### src/rtl/if2_pkg.sv
// Shared definitions for the IF2 predecoder: opcodes, branch classes and
// offset helpers used by both the decoder and the bench-facing outputs.
package if2_pkg;

  localparam logic [5:0] OP_JIRL    = 6'h13;
  localparam logic [5:0] OP_B       = 6'h14;
  localparam logic [5:0] OP_BL      = 6'h15;
  localparam logic [5:0] OP_COND_LO = 6'h16;
  localparam logic [5:0] OP_COND_HI = 6'h1b;

  localparam int OFFS16_W = 16;
  localparam int OFFS26_W = 26;

  typedef enum logic [1:0] {
    BR_NONE = 2'b00,
    BR_COND = 2'b01,
    BR_JUMP = 2'b10,
    BR_JIRL = 2'b11
  } br_type_e;

  function automatic br_type_e classify(input logic [31:0] ir);
    logic [5:0] op;
    op = ir[31:26];
    if (op >= OP_COND_LO && op <= OP_COND_HI) return BR_COND;
    if (op == OP_B || op == OP_BL)            return BR_JUMP;
    if (op == OP_JIRL)                        return BR_JIRL;
    return BR_NONE;
  endfunction

  function automatic logic [31:0] offs16(input logic [31:0] ir);
    return {{(30 - OFFS16_W){ir[25]}}, ir[25:10], 2'b00};
  endfunction

  function automatic logic [31:0] offs26(input logic [31:0] ir);
    return {{(30 - OFFS26_W){ir[9]}}, ir[9:0], ir[25:10], 2'b00};
  endfunction

  // Canonical return: jirl r0, r1, 0.
  function automatic logic is_return(input logic [31:0] ir);
    return (ir[4:0] == 5'd0) && (ir[9:5] == 5'd1) && (ir[25:10] == 16'd0);
  endfunction

endpackage

### src/rtl/if2_ras.sv
// Circular return-address stack; a push when full overwrites the oldest entry.
module if2_ras #(
  parameter int DEPTH = 8
) (
  input  logic        clk,
  input  logic        rst,
  input  logic        push,
  input  logic        pop,
  input  logic [31:0] push_data,
  output logic [31:0] top,
  output logic        empty,
  output logic        full
);

  localparam int PTR_W = $clog2(DEPTH);

  logic [31:0]    mem [DEPTH];
  logic [PTR_W-1:0] ptr;
  logic [PTR_W:0]   count;

  assign top   = mem[ptr - 1'b1];
  assign empty = (count == '0);
  assign full  = (count == (PTR_W + 1)'(DEPTH));

  // NOTE: storage is not reset; count gating makes stale entries unobservable
  // and leaving the array out of reset keeps it a plain register file.
  always_ff @(posedge clk) begin
    if (push) mem[ptr] <= push_data;
  end

  // NOTE: sequential state uses non-blocking assignments so every register
  // samples pre-edge values regardless of block ordering.
  always_ff @(posedge clk) begin
    if (rst) begin
      ptr   <= '0;
      count <= '0;
    end else if (push) begin
      ptr <= ptr + 1'b1;
      if (!full) count <= count + 1'b1;
    end else if (pop && !empty) begin
      ptr   <= ptr - 1'b1;
      count <= count - 1'b1;
    end
  end

endmodule

### src/rtl/if2_predecoder_ras.sv
// IF2 stage: predecodes a fetch packet, predicts the first taken transfer
// (BTFN, direct jumps, RAS returns) and registers the result in one stage.
module if2_predecoder_ras
  import if2_pkg::*;
#(
  parameter  int FETCH_W   = 2,
  parameter  int RAS_DEPTH = 8,
  localparam int SLOT_W    = (FETCH_W > 1) ? $clog2(FETCH_W) : 1
) (
  input  logic                   clk,
  input  logic                   rst,
  input  logic                   flush,
  input  logic                   in_valid,
  output logic                   in_ready,
  input  logic [31:0]            in_pc,
  input  logic [32*FETCH_W-1:0]  in_ir,
  output logic                   out_valid,
  input  logic                   out_ready,
  output logic [31:0]            out_pc,
  output logic [32*FETCH_W-1:0]  out_ir,
  output logic [FETCH_W-1:0]     out_slot_mask,
  output logic [2*FETCH_W-1:0]   out_br_type,
  output logic                   out_redirect,
  output logic [31:0]            out_redirect_pc,
  output logic [SLOT_W-1:0]      out_redirect_slot
);

  logic                  found;
  logic [SLOT_W-1:0]     sel_slot;
  logic [31:0]           sel_target;
  logic [31:0]           sel_pc;
  logic                  sel_is_bl;
  logic                  sel_is_ret;
  logic [FETCH_W-1:0]    mask;
  logic [2*FETCH_W-1:0]  br_vec;

  logic        ras_push;
  logic        ras_pop;
  logic [31:0] ras_top;
  logic        ras_empty;
  logic        ras_full;
  logic        accept;

  assign in_ready = (!out_valid || out_ready) && !flush;
  assign accept   = in_valid && in_ready;

  // NOTE: every variable gets a default before the loop so no path leaves
  // one unassigned, which would otherwise infer a latch.
  always_comb begin
    found      = 1'b0;
    sel_slot   = '0;
    sel_target = '0;
    sel_pc     = '0;
    sel_is_bl  = 1'b0;
    sel_is_ret = 1'b0;
    br_vec     = '0;
    mask       = '1;
    for (int k = 0; k < FETCH_W; k++) begin
      logic [31:0] ir_k;
      logic [31:0] pc_k;
      br_type_e    bt;
      logic        taken;
      logic [31:0] target;
      ir_k   = in_ir[32*k +: 32];
      pc_k   = in_pc + 32'(4 * k);
      bt     = classify(ir_k);
      taken  = 1'b0;
      target = '0;
      br_vec[2*k +: 2] = bt;
      case (bt)
        BR_COND: begin
          taken  = offs16(ir_k)[31];
          target = pc_k + offs16(ir_k);
        end
        BR_JUMP: begin
          taken  = 1'b1;
          target = pc_k + offs26(ir_k);
        end
        BR_JIRL: begin
          taken  = is_return(ir_k);
          target = ras_empty ? pc_k + 32'd4 : ras_top;
        end
        default: ;
      endcase
      if (taken && !found) begin
        found      = 1'b1;
        sel_slot   = SLOT_W'(k);
        sel_target = target;
        sel_pc     = pc_k;
        sel_is_bl  = (ir_k[31:26] == OP_BL);
        sel_is_ret = (bt == BR_JIRL);
      end
    end
    for (int k = 0; k < FETCH_W; k++) begin
      mask[k] = !found || (SLOT_W'(k) <= sel_slot);
    end
  end

  // Only the winning slot touches the stack, so at most one op per cycle.
  assign ras_push = accept && found && sel_is_bl;
  assign ras_pop  = accept && found && sel_is_ret && !ras_empty;

  if2_ras #(.DEPTH(RAS_DEPTH)) u_ras (
    .clk       (clk),
    .rst       (rst),
    .push      (ras_push),
    .pop       (ras_pop),
    .push_data (sel_pc + 32'd4),
    .top       (ras_top),
    .empty     (ras_empty),
    .full      (ras_full)
  );

  always_ff @(posedge clk) begin
    if (rst) begin
      out_valid         <= 1'b0;
      out_pc            <= '0;
      out_ir            <= '0;
      out_slot_mask     <= '0;
      out_br_type       <= '0;
      out_redirect      <= 1'b0;
      out_redirect_pc   <= '0;
      out_redirect_slot <= '0;
    end else if (flush) begin
      out_valid <= 1'b0;
    end else if (in_ready) begin
      out_valid <= in_valid;
      if (in_valid) begin
        out_pc            <= in_pc;
        out_ir            <= in_ir;
        out_slot_mask     <= mask;
        out_br_type       <= br_vec;
        out_redirect      <= found;
        out_redirect_pc   <= sel_target;
        out_redirect_slot <= sel_slot;
      end
    end
  end

endmodule

### config.mk
export PLATFORM = sky130hd
export DESIGN_NAME = if2_predecoder_ras
export DESIGN_NICKNAME = d
export VERILOG_FILES = /design/src/rtl/if2_pkg.sv /design/src/rtl/if2_ras.sv /design/src/rtl/if2_predecoder_ras.sv
export SDC_FILE = /design/constraint.sdc
export NUM_CORES = 1
export LEC_CHECK = 0
export ABC_AREA = 1
export CAP_MARGIN = 20
export CORE_AREA = 3 3 222 224
export CTS_BUF_LIST = sky130_fd_sc_hd__clkbuf_4 sky130_fd_sc_hd__clkbuf_8
export DETAILED_ROUTE_END_ITERATION = 8
export DIE_AREA = 0 0 225 227
export PLACE_DENSITY = 0.71
export SETUP_SLACK_MARGIN = 0.02
export SLEW_MARGIN = 20
export SYNTH_ARGS = -nofsm -noshare
export SYNTH_HDL_FRONTEND = slang
export SYNTH_SLANG_ARGS = --single-unit
### constraint.sdc
create_clock -name clk -period 7.7 [get_ports clk]
set_clock_uncertainty 0.15 [all_clocks]
set_input_delay 1.155 -clock clk [delete_from_list [all_inputs] [get_ports clk]]
set_output_delay 1.155 -clock clk [all_outputs]
set_load 0.01 [all_outputs]
# Yosys cells after proc, flatten, opt, wreduce, memory -nomap -nowiden
# Memory sizes are Yosys's and may differ from the RTL's.
# Index checks and enable logic that the tools add are counted.
[totals]
output_inout_bits = 138
ram_bits = 256
inputBits = 101
memories = 1
elab_cells = 126
reg_bits = 144
[op_classes]
add_sub_neg = 11
n_mux = 48
n_bitwise = 1
eq_ne = 16
order_cmp = 6
reduce_logical = 33
[mem_list]
columns = ["name", "depth", "word_bits", "read_ports", "rd_ports_with_merged_regs", "wr", "line", "text"]
rows = [
  ["u_ras.mem", 8, 32, 1, 0, 1, "if2_ras.sv:17", "logic [31:0] mem [DEPTH];"],
]
[ops]
columns = ["cell", "n"]
rows = [
  ["$mux 32", 6],
  ["$pmux 32 s3", 2],
  ["$add 32x32->32", 4],
  ["$add 32x3->32 const B", 3],
  ["$eq 6x5->1 const B", 6],
  ["$logic_not 16->1", 2],
  ["$mux 2", 12],
  ["$mux 1", 21],
  ["$logic_and 1x1->1", 14],
  ["$ge 6x5->1 const B", 2],
  ["$le 6x5->1 const B", 2],
  ["$mux 4", 3],
  ["$eq 5x1->1 const B", 2],
  ["$logic_not 5->1", 2],
  ["$eq 2x2->1 const B", 4],
  ["$mux 3", 2],
  ["$pmux 1 s3", 2],
  ["$logic_not 1->1", 5],
  ["$logic_or 1x1->1", 5],
  ["$add 4x1->4 const B", 1],
  ["$eq 2x1->1 const B", 2],
  ["$eq 4x4->1 const B", 1],
  ["$logic_not 4->1", 1],
  ["$sub 4x1->4 const B", 1],
  ["9 further kinds", 10],
]

# Depth between registers and ports, before layout
# Gate-level depths: netlist of run 1.
[depth]
depth_word = 21
depth_mapped = 26
depth_no_buf = 26

# Cells and area by module
# Synthesis of run 1 repeated with hierarchy kept, for this count alone.
[hier_totals]
cells_unflattened = 3064
area_unflattened_um2 = 23887.9
[modules_own_cells]
columns = ["module", "instances", "cells_per_inst", "seq_area_each_um2", "area_each_um2"]
rows = [
  ["if2_predecoder_ras", 1, 2149, 2742.6, 12943.7],
  ["if2_ras", 1, 915, 7827.5, 10944.2],
]

# Worst setup path before layout of run 1
# No wires, ideal clock.
[synth_timing]
kind = "input -> register"
from = "input port in_ir[30]"
to = "memory u_ras.mem[3][0], enable pin"
path_stages = 13
path_slack_ns = 2.313
arrival_ns = 4.776
required_time_ns = 7.089
setup_time_ns = 0.461
n_path_buf = 0
cell_sequence = "inv_1 > nor2_4 > inv_2 > nor2_2 > o21ai_2 > nand2_2 > a21oi_4 > nand2_1 > o21ai_1 > nand2_2 > inv_1 > nand2_1 > nor3_1"
[synth_between]
elab_chain_len = 17
word_cells_on_any_way = 32
cone_classes = "order compare (2); eq/ne (6); mux (18); reduce/logical (6)"
[synth_rtl]
columns = ["item", "line", "text"]
rows = [
  ["from (decl)", "if2_predecoder_ras.sv:16", "input logic [32*FETCH_W-1:0] in_ir,"],
  ["$eq 6x5->1 (on tied branches)", "if2_pkg.sv:26, if2_pkg.sv:25, if2_predecoder_ras.sv:90", ""],
  ["$mux 1 or $logic_or 1x1->1 (tied branches)", "if2_pkg.sv:26, if2_pkg.sv:25", ""],
  ["$mux 1 or $mux 2 (tied branches)", "if2_pkg.sv:26, if2_pkg.sv:25", ""],
  ["$mux 1 or $mux 2 (tied branches)", "if2_pkg.sv:25, if2_pkg.sv:26", ""],
  ["$mux 2", "if2_pkg.sv:27", "return BR_NONE;"],
  ["$mux 2", "if2_pkg.sv:26", "if (op == OP_JIRL) return BR_JIRL;"],
  ["$mux 2", "if2_pkg.sv:25", "if (op == OP_B || op == OP_BL) return BR_JUMP;"],
  ["$eq 2x2->1 or $eq 2x1->1 (tied branches)", "if2_predecoder_ras.sv:70", "case (bt)"],
  ["$pmux 1 s3", "if2_predecoder_ras.sv:70", ""],
  ["$mux 1", "if2_predecoder_ras.sv:85", "if (taken && !found) begin"],
  ["$logic_not 1->1", "if2_predecoder_ras.sv:85", ""],
  ["$logic_and 1x1->1", "if2_predecoder_ras.sv:85", ""],
  ["$mux 1", "if2_predecoder_ras.sv:85", ""],
  ["$logic_and 1x1->1", "if2_predecoder_ras.sv:100", "assign ras_push = accept && found && sel_is_bl;"],
  ["$logic_and 1x1->1 *", "if2_predecoder_ras.sv:100", ""],
  ["$mux 1 *", "if2_ras.sv:28", "if (push) mem[ptr] <= push_data;"],
  ["$mux 1 (implied by the code) *", "if2_ras.sv:28", ""],
  ["to (decl)", "if2_ras.sv:17", ""],
]
# Mark *: on every way between the ends. The rest lies on a longest branch, timed or not. The select of a mux whose other input is x is not followed.

# Final worst setup path of run 1
[layout_timing]
from = "input port in_ir[28]"
to = "memory u_ras.mem[3][28], enable pin"
# Same word-level chain as after synthesis.

==> metrics.md, run 1 <==
| Metric | Value |
|---|---|
| Fin. max-slew vios | `0` |
| Cell count after synthesis | `3075` |
| Commonest non-fill, non-tap cells in the layout | `nand2_1, nor2_1, edfxtp_1` |
| Largest net degree at the start of global routing | `188` |
| R2R cell count | `18` |
| Cells along the critical path | `clkdlybuf4s50_1, inv_1, nor2_2, nand3_1, nand2_1, a21oi_4, nand2_1, o21ai_1, nand2_2, inv_1, nand2_1, nor3_2, buf_12` |
| Synth top area share | `0.326` |
| Total core area | `0.0475 mm^2` |
| Core Rows | `80` |
| CTS clk-pin slew, worst paths | `about 0.060 ns` |
| Setup slack, reg-to-reg | `2.92 ns` |
| Setup crit end kind | `flip-flop` |
| Slowest stage cell, crit path | `nor3_2` |
| HPWL after DPL | `about 66000 um` |
| Total grt overflow | `0` |
| Starting density of the core | `0.495` |
| Peak supply drop | `roughly 0.12 mV` |
| 1st-iter DRT viols | `approximately 3100` |
| Antenna violations before repair | `2` |
| Synth Flop Type | `edfxtp_1` |
| Crit Path Class | `input pin to flip-flop` |
| Fmax achieved | `approximately 190 MHz` |
| Ys Warns | `0` |
| Largest area contributor in the netlist | `edfxtp_1` |
| Final worst path period share | `0.687` |
| Avg Cell Area, Syn | `7.66 um^2` |
| Area Overhead vs Synth | `18.5%` |
| Post-placement cell area | `about 0.026 mm^2` |
| Die width | `roughly 230 um` |
| Die H | `around 230 um` |
| Post-CTS Setup Inserts | `0` |
| Number of port buffers | `about 240` |
| Final setup violation count | `0` |
| Final hold vios | `0` |
| Reg2Reg Launch Point | `u_ras.ptr[0]` |
| Post-CTS Resized | `0` |
| RR Endpoint | `out_redirect_pc[22]` |
| TritonCTS buffer count | `69` |
| Via count | `~23000` |
| Max H-tree Level | `3` |
| Multi-input gate area | `0.0116 mm^2` |
| CTS tree | `done` |
| Nets | `about 3500` |
| Setup TNS | `0 ns` |
| Drt first pass iters | `9` |
| First-pass GRT wire length | `~130000 um` |
| Mapped Area | `around 0.024 mm^2` |
| Antenna Violating Nets Remaining | `0` |
| Filler cells | `roughly 4400` |
| DRC viols | `0` |
| Post-DR wirelength/cell | `22.9 um` |
| Post-synth ARST share | `0` |
| Cell count after placement | `roughly 3800` |
| Ranking of synthesized cells by area | `edfxtp_1, dfxtp_1, nand2_1` |
| Final instance area | `~0.028 mm^2` |
| Worst-Margin Slew | `between 1 and 1.5 ns` |
| CP max FO | `24` |
| Worst Hold Class | `flip-flop to flip-flop` |
| Worst setup path startpoint | `in_ir[28]` |
| Power density cells | `approximately 190 mW/mm^2` |
| Critical Path End | `u_ras.mem[3][28]` |
| Max-slew headroom | `0.268` |
| Placer congestion estimate | `1.08` |
| Sequential share of the synthesized area | `0.449` |
| Vias in the first global route | `approximately 22000` |
| CTS Buffer Depth | `3` |
| Max Cap Viol | `0` |
| Final Non-Filler Cells | `~4000` |
| Crit path DAT | `around 5.5 ns` |
| WL final | `90600 um` |
| Num Clock Sinks | `400` |
| Vias/cell | `slightly below 6` |
| Post-synth EDFFs | `between 200 and 300` |
| I/O Pins | `239` |
| Netlist cell types | `56` |
| Layout Utilization | `0.587` |
| Design Power | `a little over 5 mW` |
| GRT Resource Usage Total | `0.344` |
| Latest clock arrival within the worst-skew pair | `approximately 0.67 ns` |
| Minimum clock period | `5.29 ns` |
| FF+latch count, synth | `400` |
| Leakage | `roughly 11 nW` |
| Share of cells above drive strength 1 | `0.0717` |
| Leading cell type in the layout, fill and taps excluded | `nand2_1` |
| Setup crit start kind | `input pin` |
| Status | `complete, no violations` |
| Storage element area | `0.0106 mm^2` |
| Critical Path RT | `between 7 and 8 ns` |
| Syn_nets | `about 3200` |
| RSZ-0062 raised after global routing | `no` |
| Clk root buf | `clkbuf_8` |
| CTS Hold Bufs | `0` |
| Die ar. | `approximately 0.051 mm^2` |
| Worst path most repeated cell | `nand2_1` |
| CP max stage delay | `~0.80 ns` |
-- synth_stat cells, drive strengths merged, types with 3 or more instances --
cell     instances
nand3          225
buf             38
dfxtp          144
o2111ai          4
inv            246
xor2            32
a221oi           3
clkbuf          88
ha              68
o311ai           3
o21a            17
edfxtp         256
a21oi          230
a32o            16
o22ai            3
nor4             4
nor3            38
fa               3
o21ai          242
o211ai          25
xnor2           19
or2             10
nand2          789
a32oi            3
nor2           439
a21o            11
o21bai           8
nand3b          22
nand4           38
a22oi           20
a211oi           3
a31oi           15
-- final cells by class --
| type | count | share of cell area |
|---|---|---|
| Multi-Input combinational cell | 2301 | 0.415 |
| Sequential cell | 400 | 0.379 |
| Timing Repair Buffer | 263 | 0.0938 |
| Clock buffer | 95 | 0.0421 |
| Inverter | 248 | 0.0334 |
| Tap cell | 615 | 0.0276 |
| Clock inverter | 28 | 0.00914 |
| Antenna cell | 1 | 0.0000896 |
-- through the flow --
stage	setup slack, ns	hold WS (ns)
after global placement	2.03	0.301
after floorplan	2.31	0.325
after detailed placement	1.83	0.307
after global routing	2.26	0.349
after CTS	2.50	0.317
final	2.41	0.314
-- flip-flops by register name (all words and copies together) (netlist names), 2 cells and up --
register / count
out_pc: 32
u_ras.ptr: 3
out_slot_mask: 2
out_br_type: 4
out_ir: 64
out_redirect_pc: 32
u_ras.count: 4
u_ras.mem: 256
-- worst max-delay path: cells and delay by family --
family / cells / cell delay, ns
AOI/OAI and AO/OA: 2 / 0.93
buffers and inverters: 4 / 1.01
and+or+nand+nor: 7 / 2.34
-- how the worst min path moves through the flow --
stage	slack (ns)	endpoint	depth (start not counted)	start
2_1_floorplan	0.32	u_ras.count[0]	1	u_ras.count[0]
3_3_place_gp	0.30	out_slot_mask[0]	1	out_slot_mask[0]
3_5_place_dp	0.31	out_redirect_slot	2	out_redirect_slot
4_1_cts	0.32	out_redirect_slot	2	out_redirect_slot
5_1_grt	0.35	out_pc[0]	2	out_pc[0]
6_report	0.31	out_redirect_slot	2	out_redirect_slot
-- logic make-up (layout without fill, tap and decap cells) --
logic type,Yosys count,after routing,share of synthesized area
AND/OR/NAND/NOR,1568,1568,0.283
AO/OA/AOI/OAI,611,611,0.148
XOR/XNOR,51,51,0.0193
buffers and inverters,374,634,0.0622
adder cells (fa/ha/maj),71,71,0.0387
other,0,1,0
flip-flops,400,400,0.449
-- report_power, final --
group          switching (mW)  internal, mW  total (mW)  leakage (nW)
combinational           0.524         0.284       0.809          7.01
sequential             0.0243          2.32        2.34          3.58
clock                   0.917          1.11        2.03         0.758
-- per-layer routing --
metal	GRT usage	wire, um	part of all wire	up-vias
met2	0.524	40000	0.44	1263
li1	-	-	-	10900
met4	0.136	3850	0.042	2
met3	0.0739	9030	0.10	217
met5	0	13	0.00014	-
met1	0.483	37700	0.42	11000
Power figures use the tool's default switching activity.
==> inputs of run 2 (changes only) <==
- clock period: 7.7 -> 5 ns (I/O delays scaled with it)
==> run 2 against run 1 <==
Against the previous run:
- worst setup slack worse by 1.8 ns
- sequential power increased by 54%
- clock power is 57% higher
- largest cell class unchanged
- highest routed layer is now met4
==> metrics.md, run 2 (synthesized netlist as in run 1, its figures left out) <==
| Metric | Value |
|---|---|
| Share of cells above drive strength 1 | `0.0923` |
| Filler cells | `4339` |
| RR Endpoint | `out_redirect_pc[13]` |
| Nets | `between 3000 and 4000` |
| Clk root buf | `clkbuf_8` |
| CTS Buffer Depth | `3` |
| Leakage | `11.7 nW` |
| Fmax achieved | `227 MHz` |
| Worst Hold Class | `flip-flop to flip-flop` |
| Post-DR wirelength/cell | `between 20 and 25 um` |
| Power density cells | `approximately 280 mW/mm^2` |
| Largest Register | `u_ras.mem` |
| Largest regs | `u_ras.mem (256), out_ir (64)` |
| Final worst path period share | `0.883` |
| Starting density of the core | `0.495` |
| Drt first pass iters | `6` |
| HPWL after DPL | `70700 um` |
| Largest net degree at the start of global routing | `187` |
| Vias in the first global route | `21500` |
| Peak supply drop | `roughly 0.26 mV` |
| M1 GR Usage | `0.488` |
| Area Overhead vs Synth | `21.4%` |
| Antenna Violating Nets Remaining | `0` |
| Via count | `about 23000` |
| Final hold vios | `0` |
| Latest clock arrival within the worst-skew pair | `roughly 0.67 ns` |
| DRC viols | `0` |
| Worst-Margin Slew | `between 0.8 and 0.9 ns` |
| TritonCTS buffer count | `70` |
| Crit Path Class | `input pin to flip-flop` |
| Critical Path RT | `~5.4 ns` |
| HP Start | `out_redirect_slot` |
| Die ar. | `around 0.051 mm^2` |
| CTS Hold Bufs | `0` |
| Max Cap Viol | `0` |
| Setup slack, reg-to-reg | `between 1 and 1.5 ns` |
| WL final | `93600 um` |
| Num Clock Sinks | `400` |
| Post-CTS Setup Inserts | `0` |
| Setup TNS | `0 ns` |
| Hold depth | `2` |
| Most Used Layer, Global Route | `met2` |
| Crit path DAT | `approximately 4.8 ns` |
| Leading cell type in the layout, fill and taps excluded | `nand2_1` |
| Hold Path Sink | `out_redirect_slot` |
| Die width | `225 um` |
| Commonest non-fill, non-tap cells in the layout | `nand2_1, nor2_1, edfxtp_1` |
| Number of port buffers | `between 200 and 250` |
| Max FFs per register | `roughly 260` |
| Minimum clock period | `approximately 4.4 ns` |
| Fin. max-slew vios | `0` |
| Status | `complete, no violations` |
| R2R cell count | `14` |
| Die H | `between 200 and 250 um` |
| Max-slew headroom | `0.427` |
| Met2 usage | `0.551` |
| CTS tree | `done` |
| Antenna diodes | `0` |
| Setup crit end kind | `flip-flop` |
| Design Power | `roughly 8 mW` |
| Placer congestion estimate | `slightly above 1` |
| Multi-input gate area | `between 0.01 and 0.015 mm^2` |
| Total grt overflow | `0` |
| Vias/cell | `5.82` |
| CP max FO | `7` |
| RSZ-0062 raised after global routing | `no` |
| Antenna violations before repair | `1` |
| Storage element area | `0.0106 mm^2` |
| Core Rows | `80` |
| Final setup violation count | `0` |
| GRT Resource Usage Total | `0.356` |
| Max H-tree Level | `3` |
| Total core area | `roughly 0.048 mm^2` |
| 1st-iter DRT viols | `between 2000 and 3000` |
| Reg2Reg Launch Point | `u_ras.ptr[0]` |
| Setup crit start kind | `input pin` |
| CTS clk-pin slew, worst paths | `0.07 ns` |
| First-pass GRT wire length | `~140000 um` |
| Post-CTS Resized | `0` |
| GR Util met3 | `0.0810` |
| I/O Pins | `239` |
-- run 2: cell types whose count changed in the layout (fill, tap and decap cells not counted), moves of 2 or more --
cell / before / now
inv_6: 2 / 0
clkbuf_8: 74 / 76
clkinvlp_4: 1 / 3
buf_4: 21 / 93
inv_8: 1 / 3
buf_12: 4 / 9
clkinv_2: 10 / 7
-- run 2: layout make-up --
type,instances,area share
Clock buffer,96,0.0418
Clock inverter,26,0.00937
Inverter,248,0.0326
Multi-Input combinational cell,2301,0.405
Sequential cell,400,0.370
Tap cell,615,0.0269
Timing Repair Buffer,340,0.114
-- run 2: how the worst max path moves through the flow --
stage                     startpoint                   to  cells after the start
after detailed placement    in_pc[3]  out_redirect_pc[26]                     22
final                       in_pc[3]  out_redirect_pc[26]                     22
after floorplan            in_ir[30]      u_ras.mem[3][0]                     13
after CTS                   in_pc[3]  out_redirect_pc[26]                     22
after global routing        in_pc[3]  out_redirect_pc[26]                     22
after global placement     in_pc[11]  out_redirect_pc[29]                     21
-- run 2: layer usage --
metal,up-vias,share of wire
met5,-,0
met1,11100,0.42
met4,0,0.044
li1,11000,-
met2,1152,0.45
met3,193,0.090
-- run 2: critical path: stages --
cell	delay, ns
clkdlybuf4s50_1	0.64
ha_1	0.25
nand3_2	0.13
nor2_4	0.20
nand2_1	0.13
inv_1	0.13
nand2_1	0.06
nand2_1	0.20
inv_1	0.20
ha_1	0.37
a21oi_1	0.26
nor2_1	0.09
o21ai_0	0.34
nand2_1	0.09
nand2_1	0.07
nand3_1	0.12
xnor2_1	0.19
nor2_1	0.05
o21ai_0	0.25
nand3_1	0.13
nand2_1	0.08
inv_1	0.06
-- run 2: power by group --
part	switching [mW]	internal, mW
clock	1.42	1.78
sequential	0.0405	3.57
combinational	0.820	0.464
-- run 2: per-stage QoR --
stage / area [um^2] / utilization / instances / hold WS [ns] / setup slack (ns)
final: 28600 / 0.601 / 4026 / 0.316 / 0.587
after global routing: 28600 / 0.601 / 4026 / 0.337 / 0.363
after CTS: 28600 / 0.601 / 4026 / 0.315 / 0.766
after detailed placement: 27100 / 0.571 / 3904 / 0.305 / 0.0740
after global placement: 27100 / 0.571 / 3904 / 0.301 / 0.118
after floorplan: 23600 / - / 3075 / 0.325 / 0.0179
